`src/rtl/pin_chain_sequencer.sv`:
```
// Pin-chain self-test sequencer: walks zero/one/walking patterns over the chain
// links, waits a settle interval, and accumulates per-link mismatches.

module pin_chain_link (
   input  logic clk,
   input  logic rst,
   input  logic sense,
   input  logic drive,
   output logic mismatch
);
   logic sync1, sync2;

   // sense is asynchronous to clk; two flops before anything looks at it
   always_ff @(posedge clk) begin
      if (rst) begin
         sync1 <= 1'b0;
         sync2 <= 1'b0;
      end else begin
         sync1 <= sense;
         sync2 <= sync1;
      end
   end

   assign mismatch = sync2 ^ drive;
endmodule

module pin_chain_sequencer #(
   parameter int N_LINKS       = 17,
   parameter int SETTLE_CYCLES = 16,
   parameter int NSTEP         = 2*N_LINKS+2,
   parameter int STEP_W        = $clog2(2*N_LINKS+2)
) (
   input  logic               clk,
   input  logic               rst,
   input  logic               start_i,
   input  logic               abort_i,
   input  logic [N_LINKS-1:0] sense_i,
   output logic [N_LINKS-1:0] drive_o,
   output logic               oe_o,
   output logic               busy_o,
   output logic               done_o,
   output logic               pass_o,
   output logic               aborted_o,
   output logic [N_LINKS-1:0] fail_mask_o,
   output logic [STEP_W-1:0]  fail_step_o
);
   typedef enum logic [1:0] {IDLE, LOAD, SETTLE, CHECK} state_t;

   localparam logic [STEP_W-1:0]  STEP_ONES   = STEP_W'(1);
   localparam logic [STEP_W-1:0]  STEP_WALK1  = STEP_W'(2);
   localparam logic [STEP_W-1:0]  STEP_WALK0  = STEP_W'(N_LINKS+2);
   localparam logic [STEP_W-1:0]  STEP_LAST   = STEP_W'(NSTEP-1);
   localparam logic [7:0]         SETTLE_LAST = 8'(SETTLE_CYCLES-1);
   localparam logic [N_LINKS-1:0] ONE_HOT     = N_LINKS'(1);

   state_t              state, state_nxt;
   logic [STEP_W-1:0]   step;
   logic [7:0]          settle_cnt;
   logic [N_LINKS-1:0]  pattern;
   logic [N_LINKS-1:0]  mismatch;
   logic                abort_run;
   logic                last_step;

   genvar k;
   generate
      for (k = 0; k < N_LINKS; k++) begin : g_link
         pin_chain_link u_link (
            .clk      (clk),
            .rst      (rst),
            .sense    (sense_i[k]),
            .drive    (drive_o[k]),
            .mismatch (mismatch[k])
         );
      end
   endgenerate

   // step -> pattern: zeros, ones, walking one, walking zero
   always_comb begin
      pattern = '0;
      if (step == STEP_ONES)
         pattern = '1;
      else if (step >= STEP_WALK1 && step < STEP_WALK0)
         pattern = ONE_HOT << (step - STEP_WALK1);
      else if (step >= STEP_WALK0)
         pattern = ~(ONE_HOT << (step - STEP_WALK0));
   end

   assign abort_run = abort_i && (state != IDLE);
   assign last_step = (step == STEP_LAST);
   assign busy_o    = (state != IDLE);

   always_ff @(posedge clk) begin
      if (rst) state <= IDLE;
      else     state <= state_nxt;
   end

   always_comb begin
      state_nxt = state;
      case (state)
         IDLE:   if (start_i && !abort_i) state_nxt = LOAD;
         LOAD:   state_nxt = abort_i ? IDLE : SETTLE;
         SETTLE: if (abort_i) state_nxt = IDLE;
                 else if (settle_cnt == SETTLE_LAST) state_nxt = CHECK;
         CHECK:  if (abort_i || last_step) state_nxt = IDLE;
                 else state_nxt = LOAD;
         default: state_nxt = IDLE;
      endcase
   end

   always_ff @(posedge clk) begin
      if (rst) begin
         step        <= '0;
         settle_cnt  <= '0;
         drive_o     <= '0;
         oe_o        <= 1'b0;
         done_o      <= 1'b0;
         pass_o      <= 1'b0;
         aborted_o   <= 1'b0;
         fail_mask_o <= '0;
         fail_step_o <= '0;
      end else begin
         done_o <= 1'b0;
         if (abort_run) begin
            // abort wins over any step work this cycle; partial mask is kept
            drive_o   <= '0;
            oe_o      <= 1'b0;
            aborted_o <= 1'b1;
         end else begin
            case (state)
               IDLE: if (start_i && !abort_i) begin
                  step        <= '0;
                  pass_o      <= 1'b0;
                  aborted_o   <= 1'b0;
                  fail_mask_o <= '0;
                  fail_step_o <= '0;
               end
               LOAD: begin
                  drive_o    <= pattern;
                  oe_o       <= 1'b1;
                  settle_cnt <= '0;
               end
               SETTLE: settle_cnt <= settle_cnt + 8'd1;
               CHECK: begin
                  fail_mask_o <= fail_mask_o | mismatch;
                  // an all-clear mask means no earlier step in this run failed
                  if (mismatch != '0 && fail_mask_o == '0)
                     fail_step_o <= step;
                  if (last_step) begin
                     done_o  <= 1'b1;
                     pass_o  <= ((fail_mask_o | mismatch) == '0);
                     drive_o <= '0;
                     oe_o    <= 1'b0;
                  end else begin
                     step <= step + STEP_W'(1);
                  end
               end
               default: ;
            endcase
         end
      end
   end
endmodule

```
`config.mk`:
```
export PLATFORM = sky130hd
export DESIGN_NAME = pin_chain_sequencer
export DESIGN_NICKNAME = d
export VERILOG_FILES = /design/src/rtl/pin_chain_sequencer.sv
export SDC_FILE = /design/constraint.sdc
export NUM_CORES = 1
export LEC_CHECK = 0
export ABC_CLOCK_PERIOD_IN_PS = 3270
export CAP_MARGIN = 25
export CORE_MARGIN = 3
export CORE_UTILIZATION = 50
export DETAILED_ROUTE_END_ITERATION = 6
export PLACE_DENSITY = 0.84
export SETUP_SLACK_MARGIN = 0.1
export SLEW_MARGIN = 25
export SYNTH_ARGS = -nofsm -noshare
export SYNTH_HDL_FRONTEND = slang
export SYNTH_SLANG_ARGS = --single-unit
```
`constraint.sdc`:
```
create_clock -name clk -period 3.27 [get_ports clk]
set_clock_uncertainty 0.15 [all_clocks]
set_input_delay 0.654 -clock clk [delete_from_list [all_inputs] [get_ports clk]]
set_output_delay 0.654 -clock clk [all_outputs]
set_load 0.005 [all_outputs]
```
==> flow_summary.json, run 1 <==
{
  "m1WireLength_um": 4330,
  "slew_headroom_pct": 55.0,
  "crit_start": "step[0]",
  "core_um2": 8460,
  "die_area_um2": 10200,
  "cp_top_family": "compound AO/OA/AOI/OAI gates",
  "nNetsFinal": 583,
  "fin_area_um2": 5290,
  "rows": 33,
  "worstPathRequired_ns": 3.36,
  "top_layer_used": "met4",
  "fin_cells": 658,
  "ios": 66,
  "portBuffers": 65,
  "grt_pass1_wl_um": 16800,
  "finalSetupViolations": 0,
  "cts_tree": "built",
  "regArea_um2": 1880,
  "timing.hold.ws_ns": 0.294,
  "area_growth_pct": 17.4,
  "drt-pass1-iter-count": 5,
  "n_fill_cell": 710,
  "h-tree-depth": 3,
  "ys_seq_elements": 94,
  "finalCritPeriodShare_pct": 81.9,
  "antenna_found_initial": 0,
  "async_reset_ff_share_pct": 0,
  "first_iter_violations": 213,
  "layout-drive-gt1-share_pct": 6.51,
  "report.final.slew_viol_count": 0,
  "worst_path_max_delay_cell": "a21oi_2",
  "drcViolationCount": 0,
  "path_class": "reg2reg",
  "cp_max_fo": 15,
  "crit_buf_inv": 0,
  "cap_violations": 0,
  "grt_pass1_vias": 3529,
  "worst_pin_slew_ns": 0.674,
  "tns_ns": 0,
  "synth_area_um2": 4500,
  "cts_resized": 0,
  "synth_nets": 545,
  "cts_hold_buf": 0,
  "routed_wl_um": 10300,
  "synth.distinct_cells": 58,
  "fmax_mhz": 373,
  "wire_per_inst_um": 15.7,
  "track_usage_pct": 20.6,
  "yosysWarnings": 0,
  "num_antenna_cells": 0,
  "place_area_um2": 5080,
  "start_util_pct": 53.2,
  "rsz0062_at_grt": "no",
  "worstHoldStart": "g_link[0].u_link.sync1",
  "clock_sinks": 94,
  "gp_congestion": 0.921,
  "clk-insertion-delay-late_ns": 0.36,
  "min_path_type": "reg2reg",
  "postCtsSetupRepairBufs": 0,
  "cts_root_buffer": "clkbuf_8",
  "period_needed_ns": 2.68,
  "placed_cells": 642,
  "synth-main-ff-cell": "dfxtp_1",
  "clock_path_buffers": 2,
  "met3WireLength_um": 761,
  "detail_route.vias_per_cell": 5.70,
  "crit_arrival_ns": 2.77,
  "final_hold_viol_count": 0,
  "power_density_nw_per_um2": 455,
  "die_x_um": 101,
  "synth_area_per_cell_um2": 8.83,
  "synth_cells": 510,
  "die_height_um": 101,
  "p_leak_nw": 1.90,
  "cp_cell_sequence": "ha_1 -> or3_4 -> a21oi_2 -> o21ai_0 -> a311oi_1 -> nor3_1",
  "hpwl_um": 7670,
  "grt_max_degree": 31,
  "rrSetupSlack_ns": 0.59,
  "status": "completed",
  "cts_made_buffers": 9,
  "seq_area_frac_synth_pct": 41.8,
  "start_kind": "register",
  "overflow": 0,
  "ant_nets": 0,
  "ir_drop_mv": 0.304,
  "multiInputGateArea_um2": 2290,
  "synth-edff-count": 0,
  "regToRegStartpoint": "step[0]",
  "dr_total_vias": 3748,
  "max_stage_delay_ns": 0.50,
  "wl_met2_um": 5000,
  "cp-end-kind": "register",
  "cts.clk_slew.worst_paths_ns": 0.10
}
layout by cell type (no fill, tap or decap), drive strengths merged, types with 9 or more instances in the layout:
cell type       n
inv            24
ha             14
a21oi          32
nor2b          43
nand3          11
dfxtp          94
nor2           54
clkdlybuf4s50  65
o21a           17
nor3           11
o21ai          14
nand4          12
nand2          17
a311oi         12
clkbuf          9
xnor2          25
final timing paths:
kind                            end  depth (start not counted)
max                      drive_o[4]                          6
max reg2reg              drive_o[4]                          6
min reg2reg  g_link[0].u_link.sync2                          1
min          g_link[0].u_link.sync2                          1
through the flow:
stage          util (%)  power [mW]  worst slack [ns]
4_1_cts            62.4        2.43             0.670
2_1_floorplan         -        1.53             0.829
3_3_place_gp       60.1        1.66             0.558
6_report           62.4        2.41             0.591
3_5_place_dp       60.1        1.67             0.480
5_1_grt            62.4        2.52             0.406
cell families after synthesis:
kind of cell | after synthesis | share of synthesized area [%]
XOR/XNOR | 29 | 5.64
AND/OR/NAND/NOR | 182 | 21.5
buffers and inverters | 66 | 7.47
flip-flops | 94 | 41.8
AO/OA/AOI/OAI | 122 | 19.0
adder cells (fa/ha/maj) | 14 | 3.89
multiplexers | 3 | 0.667
flip-flops by register name (all words and copies together), names as in the netlist:
register	count
step	6
pass_o	1
g_link.u_link.sync2	17
done_o	1
settle_cnt	8
oe_o	1
g_link.u_link.sync1	17
state	2
aborted_o	1
fail_step_o	6
fail_mask_o	17
drive_o	17
metal layers:
| metal | track usage, % | vias up |
|---|---|---|
| li1 | - | 1842 |
| met1 | 26.8 | 1718 |
| met2 | 34.0 | 163 |
| met3 | 3.94 | 25 |
| met4 | 7.67 | 0 |
| met5 | 0 | - |
power breakdown:
part           total, mW  switching, mW  internal (mW)  leakage (nW)
Clock              0.755          0.452          0.303        0.0985
Sequential          1.26         0.0560           1.21         0.768
Combinational      0.390          0.188          0.202          1.03
Total               2.41          0.696           1.71          1.90
area by class of cell:
type                       instances  area share, %
tap                              105           2.49
clock buffer                       9           2.34
sequential                        94           35.6
clock inverter                     7           1.42
inverter                          20           1.42
timing repair buffer              73           13.4
multi-input combinational        350           43.3
synth_stat cells, drive strengths merged (2+ instances only):
cell type / instances / area share, %
o31a: 2 / 0.39
o22ai: 8 / 1.1
ha: 14 / 3.9
dfxtp: 94 / 42
a21boi: 3 / 0.50
inv: 20 / 1.7
clkbuf: 15 / 1.3
o21ai: 14 / 1.6
a211oi: 3 / 0.50
a21oi: 32 / 4.1
nor3: 11 / 1.3
a311oi: 12 / 2.3
or2: 2 / 0.28
nand4: 12 / 1.7
o31ai: 2 / 0.33
nor4: 4 / 0.56
and4: 3 / 0.61
nor2: 54 / 4.5
or3: 5 / 0.81
a22oi: 4 / 0.67
mux2i: 3 / 0.67
xnor2: 25 / 4.9
a41oi: 3 / 0.58
a211o: 2 / 0.39
nand2: 17 / 1.4
nand3: 11 / 1.2
and3: 2 / 0.28
o2bb2ai: 2 / 0.39
and2: 3 / 0.42
nor2b: 43 / 6.0
nand2b: 6 / 0.83
xor2: 4 / 0.78
o21a: 17 / 2.8
buf: 31 / 4.6
nor3b: 3 / 0.50
a21o: 8 / 1.5
a31oi: 4 / 0.56
Power figures use the tool's default switching activity.
==> run 2: changes to the inputs <==
ABC_CLOCK_PERIOD_IN_PS = 2200   (was 3270)
CORE_UTILIZATION = 49   (was 50)
PLACE_DENSITY = 0.86   (was 0.84)
clock period = 2.2 ns   (was 3.27 ns; I/O delays follow)
==> run 2 against run 1 <==
Maximum frequency increased by 27%; sequential power increased by 50%; combinational power increased by 69%; design area increased by 9.0%.
==> flow_summary.json, run 2 (synthesized netlist as in run 1, its figures left out) <==
{
  "status": "completed",
  "track_usage_pct": 23.0,
  "drcViolationCount": 0,
  "gp_congestion": 0.912,
  "worstPathRequired_ns": 2.32,
  "path_class": "reg2reg",
  "power_density_nw_per_um2": 638,
  "start_util_pct": 51.1,
  "ant_nets": 0,
  "cts_tree": "built",
  "layout-drive-gt1-share_pct": 19.1,
  "layout_setup_ws_ns": 0.0947,
  "dr_total_vias": 4062,
  "drt-pass1-iter-count": 5,
  "finalCritPeriodShare_pct": 95.7,
  "die_height_um": 102,
  "die_area_um2": 10400,
  "portBuffers": 65,
  "detail_route.vias_per_cell": 5.80,
  "wire_per_inst_um": 17.0,
  "pwr-share-seq_pct": 51.3,
  "num_antenna_cells": 0,
  "rows": 34,
  "clk-insertion-delay-late_ns": 0.37,
  "cap_violations": 0,
  "p_sw_share_pct": 29.6,
  "clock_sinks": 94,
  "grt_pass1_vias": 3847,
  "final_common_cell": "dfxtp_1",
  "crit_buf_inv": 2,
  "wl_met2_um": 6050,
  "min_path_type": "reg2reg",
  "cts.clk_slew.worst_paths_ns": 0.11,
  "routed_wl_um": 11900,
  "report.final.slew_viol_count": 0,
  "antenna_found_initial": 0,
  "period_needed_ns": 2.11,
  "fin_util_pct": 65.4,
  "place_area_um2": 5380,
  "power.total_mw": 3.67,
  "ios": 66,
  "worst_pin_slew_ns": 0.699,
  "cp_max_fo": 5,
  "start_kind": "register",
  "clock_path_buffers": 2,
  "h-tree-depth": 3,
  "clkPwrFrac_pct": 30.8,
  "m1WireLength_um": 4750,
  "overflow": 0,
  "slew_headroom_pct": 53.3,
  "switchingPower_mw": 1.09,
  "comb_power_share_pct": 17.9,
  "die_x_um": 102,
  "hpwl_um": 8600,
  "nNetsFinal": 622,
  "ir_drop_mv": 0.565,
  "max_stage_delay_ns": 0.44,
  "cp_common_cell": "buf_4",
  "cts_hold_buf": 0,
  "cp-end-kind": "register",
  "p_leak_nw": 2.13,
  "met3WireLength_um": 859,
  "rsz0062_at_grt": "yes",
  "cts_made_buffers": 9,
  "final_cell_mix": "dfxtp_1, clkdlybuf4s50_1, nor2_1, buf_4, nor2b_1",
  "top_layer_used": "met4",
  "fmax_mhz": 475,
  "worst_path_max_delay_cell": "or4_4",
  "cp_cell_sequence": "buf_4 -> ha_2 -> or4_4 -> nand3_2 -> a21oi_4 -> buf_4 -> and4_4 -> o31a_1",
  "final_hold_viol_count": 0,
  "fin_area_um2": 5760,
  "first_iter_violations": 225,
  "cp_top_family": "simple AND/OR/NAND/NOR gates",
  "internal_power_mw": 2.59,
  "tns_ns": 0,
  "dpl_worst_slack_ns": -0.231,
  "area_growth_pct": 27.9,
  "cts_root_buffer": "clkbuf_8",
  "crit_arrival_ns": 2.22,
  "grt_pass1_wl_um": 18700,
  "core_um2": 8810,
  "grt_max_degree": 35,
  "finalSetupViolations": 0
}
run 2: changes by cell type in the layout (fill, tap and decap cells not counted), moves of 2 or more:
cell	delta
inv_1	-3
dfxtp_1	-9
xnor2_2	+5
buf_4	+39
ha_4	+2
a311oi_1	-6
ha_2	+3
inv_2	+2
xnor2_1	-5
a311oi_2	+6
dfxtp_2	+9
ha_1	-5
run 2: routing by layer:
layer  up-vias  track usage (%)
li1       1922                -
met1      1936             27.1
met2       179             39.7
met3        25             5.53
met4         0             10.6
met5         -                0
run 2: power groups by stage:
stage | Combinational (mW) | Sequential (mW) | Clock, mW
floorplan | 0.395 | 1.88 | 0
global placement | 0.590 | 1.91 | 0
detailed placement | 0.609 | 1.92 | 0
CTS | 0.620 | 1.88 | 1.14
global route | 0.713 | 1.89 | 1.23
finish | 0.658 | 1.89 | 1.13
run 2: final timing paths:
| check | startpoint | end | slack [ns] | depth (start not counted) |
|---|---|---|---|---|
| min | g_link[8].u_link.sync1 | g_link[8].u_link.sync2 | 0.30 | 1 |
| min reg2reg | g_link[8].u_link.sync1 | g_link[8].u_link.sync2 | 0.30 | 1 |
| max reg2reg | step[1] | drive_o[10] | 0.09 | 8 |
| max | step[1] | drive_o[10] | 0.09 | 8 |
run 2: area by class of cell:
cell class                      instances  area, um2
Clock buffer                            9        124
Clock inverter                          7       75.1
Fill cell                             650       3050
Inverter                               20       77.6
Multi-Input combinational cell        350       2450
Sequential cell                        94       1890
Tap cell                              108        135
Timing Repair Buffer                  112       1000
run 2: stage by stage:
step / cells / hold slack [ns]
floorplan: 510 / 0.264
global placement: 682 / 0.269
detailed placement: 682 / 0.274
CTS: 700 / 0.298
global route: 700 / 0.318
finish: 700 / 0.297
run 2: timing repair:
action | CTS | global route
hold endpoints to repair | 0 | 0
pin swaps | 0 | 2
endpoints found under the setup margin | 30 | 26
gates resized for setup | 7 | 31
buffers inserted | 2 | 0
cloned | 0 | 0
==> run 3: changes to the inputs <==
ABC_AREA = 1   (was unset)
CORE_UTILIZATION = 50   (was 49)
GPL_TIMING_DRIVEN = 1   (was unset)
==> run 3 against run 2 <==
Register-to-register slack gained 0.14 ns; total power grew 20%; routed wire length grew 1.0%; worst setup slack gained 0.14 ns; maximum frequency grew 7.4%; critical path depth grew 2; combinational power grew 120%; final cell count grew 34%; worst hold slack lost 0.047 ns; via count grew 17%.
==> flow_summary.json, run 3 <==
{
  "clk-insertion-delay-late_ns": 0.36,
  "track_usage_pct": 22.1,
  "max_stage_delay_ns": 0.32,
  "worstPathRequired_ns": 2.34,
  "cts_hold_buf": 0,
  "synth_cells": 732,
  "n_fill_cell": 815,
  "core_um2": 9420,
  "dr_total_vias": 4754,
  "cp_cell_sequence": "buf_4 -> inv_1 -> ha_1 -> inv_1 -> a21oi_4 -> buf_4 -> nand4_1 -> nand3_1 -> nand2_1 -> a21oi_1",
  "fin_cells": 939,
  "final_hold_viol_count": 0,
  "ir_drop_mv": 0.445,
  "synth.distinct_cells": 37,
  "die_height_um": 105,
  "fin_util_pct": 64.1,
  "cp_max_fo": 8,
  "clock_path_buffers": 2,
  "cts.clk_slew.worst_paths_ns": 0.10,
  "rsz0062_at_grt": "yes",
  "grt_pass1_wl_um": 20300,
  "cap_violations": 0,
  "die_x_um": 105,
  "num_antenna_cells": 0,
  "nNetsFinal": 840,
  "finalCritPeriodShare_pct": 89.1,
  "routed_wl_um": 12000,
  "yosys-top-cells-count": "nand2_1, nor2_1, inv_1",
  "grt_max_degree": 46,
  "synth-edff-count": 0,
  "cp-end-kind": "register",
  "first_iter_violations": 378,
  "fin_area_um2": 6030,
  "synth_area_leader_cell": "dfxtp_1",
  "p_leak_nw": 2.63,
  "start_util_pct": 52.4,
  "status": "completed",
  "cts_tree": "built",
  "seq_area_frac_synth_pct": 38.1,
  "wire_per_inst_um": 12.8,
  "ys_top_cells_by_area": "dfxtp_1, nand2_1, nor2_1",
  "path_class": "reg2reg",
  "drt-pass1-iter-count": 5,
  "synth_nets": 767,
  "start_kind": "register",
  "h-tree-depth": 3,
  "final_common_cell": "nand2_1",
  "worst_path_max_delay_cell": "dfxtp_1",
  "async_reset_ff_share_pct": 0,
  "layout-drive-gt1-share_pct": 11.0,
  "place_area_um2": 5780,
  "crit_arrival_ns": 2.10,
  "period_needed_ns": 1.96,
  "cts_root_buffer": "clkbuf_8",
  "power.total_mw": 4.42,
  "ios": 66,
  "min_path_type": "reg2reg",
  "worst_pin_slew_ns": 0.426,
  "drcViolationCount": 0,
  "synth_most_common_cell": "nand2_1",
  "antenna_found_initial": 0,
  "die_area_um2": 11100,
  "synth_area_per_cell_um2": 6.74,
  "report.final.slew_viol_count": 0,
  "yosysWarnings": 0,
  "placed_cells": 919,
  "detail_route.vias_per_cell": 5.06,
  "cts_made_buffers": 9,
  "ys_seq_elements": 94,
  "area_growth_pct": 22.2,
  "synth_top_area_share_pct": 38.1,
  "gp_congestion": 0.934,
  "ant_nets": 0,
  "clock_sinks": 94,
  "slew_headroom_pct": 71.5,
  "overflow": 0,
  "power_density_nw_per_um2": 733,
  "portBuffers": 65,
  "synth_area_um2": 4940,
  "hpwl_um": 8990,
  "rows": 35,
  "grt_pass1_vias": 4412,
  "fmax_mhz": 510,
  "synth-main-ff-cell": "dfxtp_1",
  "final_cell_mix": "nand2_1, nor2_1, inv_1, dfxtp_1, clkdlybuf4s50_1",
  "finalSetupViolations": 0
}
==> run 3: changes by cell type in the layout (fill, tap and decap cells not counted), sizes merged, moves of 12 or more <==
cell,change
nand3,+37
nand2,+146
o21a,-17
a21oi,+21
nand4,+14
nor2b,-41
a311oi,-12
inv,+79
nor2,+79
xnor2,-18
==> run 3: logic make-up (layout without fill, tap and decap cells) <==
| kind of cell | after synthesis | after routing | synth area share [%] |
|---|---|---|---|
| xor+xnor | 9 | 9 | 1.75 |
| flops | 94 | 94 | 38.1 |
| buf+inv | 141 | 219 | 12.9 |
| simple gates | 395 | 395 | 35.0 |
| fa+ha+maj | 14 | 14 | 3.55 |
| compound gates | 79 | 79 | 8.59 |
==> run 3: path summary, 6_finish.rpt <==
path | startpoint | to | slack, ns | cells past startpoint
worst max-delay path | step[0] | drive_o[5] | 0.24 | 10
worst min-delay path | g_link[14].u_link.sync1 | g_link[14].u_link.sync2 | 0.25 | 2
worst max register to register | step[0] | drive_o[5] | 0.24 | 10
worst min register to register | g_link[14].u_link.sync1 | g_link[14].u_link.sync2 | 0.25 | 2
==> run 3: routing by layer <==
layer  wire length [um]  GRT usage (%)  vias up  share of wire [%]
met1               5270           29.1     2113                 44
met4                290           7.22        0                2.4
met2               5610           35.7      183                 47
li1                   -              -     2426                  -
met5                  0              0        -                  0
met3                867           4.90       32                7.2
==> run 3: cell type report <==
type,instances,area [um2],area share (%)
multi-input cells,497,2450,40.6
flip-flops and latches,94,1890,31.3
repair buffers,104,980,16.2
inverters,99,372,6.16
well taps,129,161,2.68
clock buffers,10,128,2.12
clock inverters,6,55.1,0.912
==> run 3: worst max-delay path: cells and delay by family (launching register included) <==
| family | cells | cell delay, ns |
|---|---|---|
| and+or+nand+nor | 3 | 0.27 |
| adders and majority gates | 1 | 0.26 |
| buffers and inverters | 4 | 0.58 |
| DFF | 1 | 0.32 |
| AOI/OAI and AO/OA | 2 | 0.31 |
==> run 3: timing repair <==
action / in CTS / in global routing
buffers inserted: 0 / 4
pin swaps: 0 / 3
resized for setup: 3 / 12
endpoints found under the setup margin: 1 / 26
==> run 3: stage by stage <==
stage | setup TNS (ns) | hold slack, ns | setup slack (ns)
floorplan | 0 | 0.238 | 0.298
global placement | -1.49 | 0.242 | -0.104
detailed placement | -3.43 | 0.242 | -0.184
CTS | 0 | 0.254 | 0.151
global route | 0 | 0.271 | 0.0598
finish | 0 | 0.250 | 0.239
==> run 3: power breakdown <==
group	total [mW]	internal [mW]	switching, mW
Clock	1.08	0.433	0.642
Combinational	1.42	0.611	0.812
Sequential	1.92	1.84	0.0818
Total	4.42	2.88	1.54
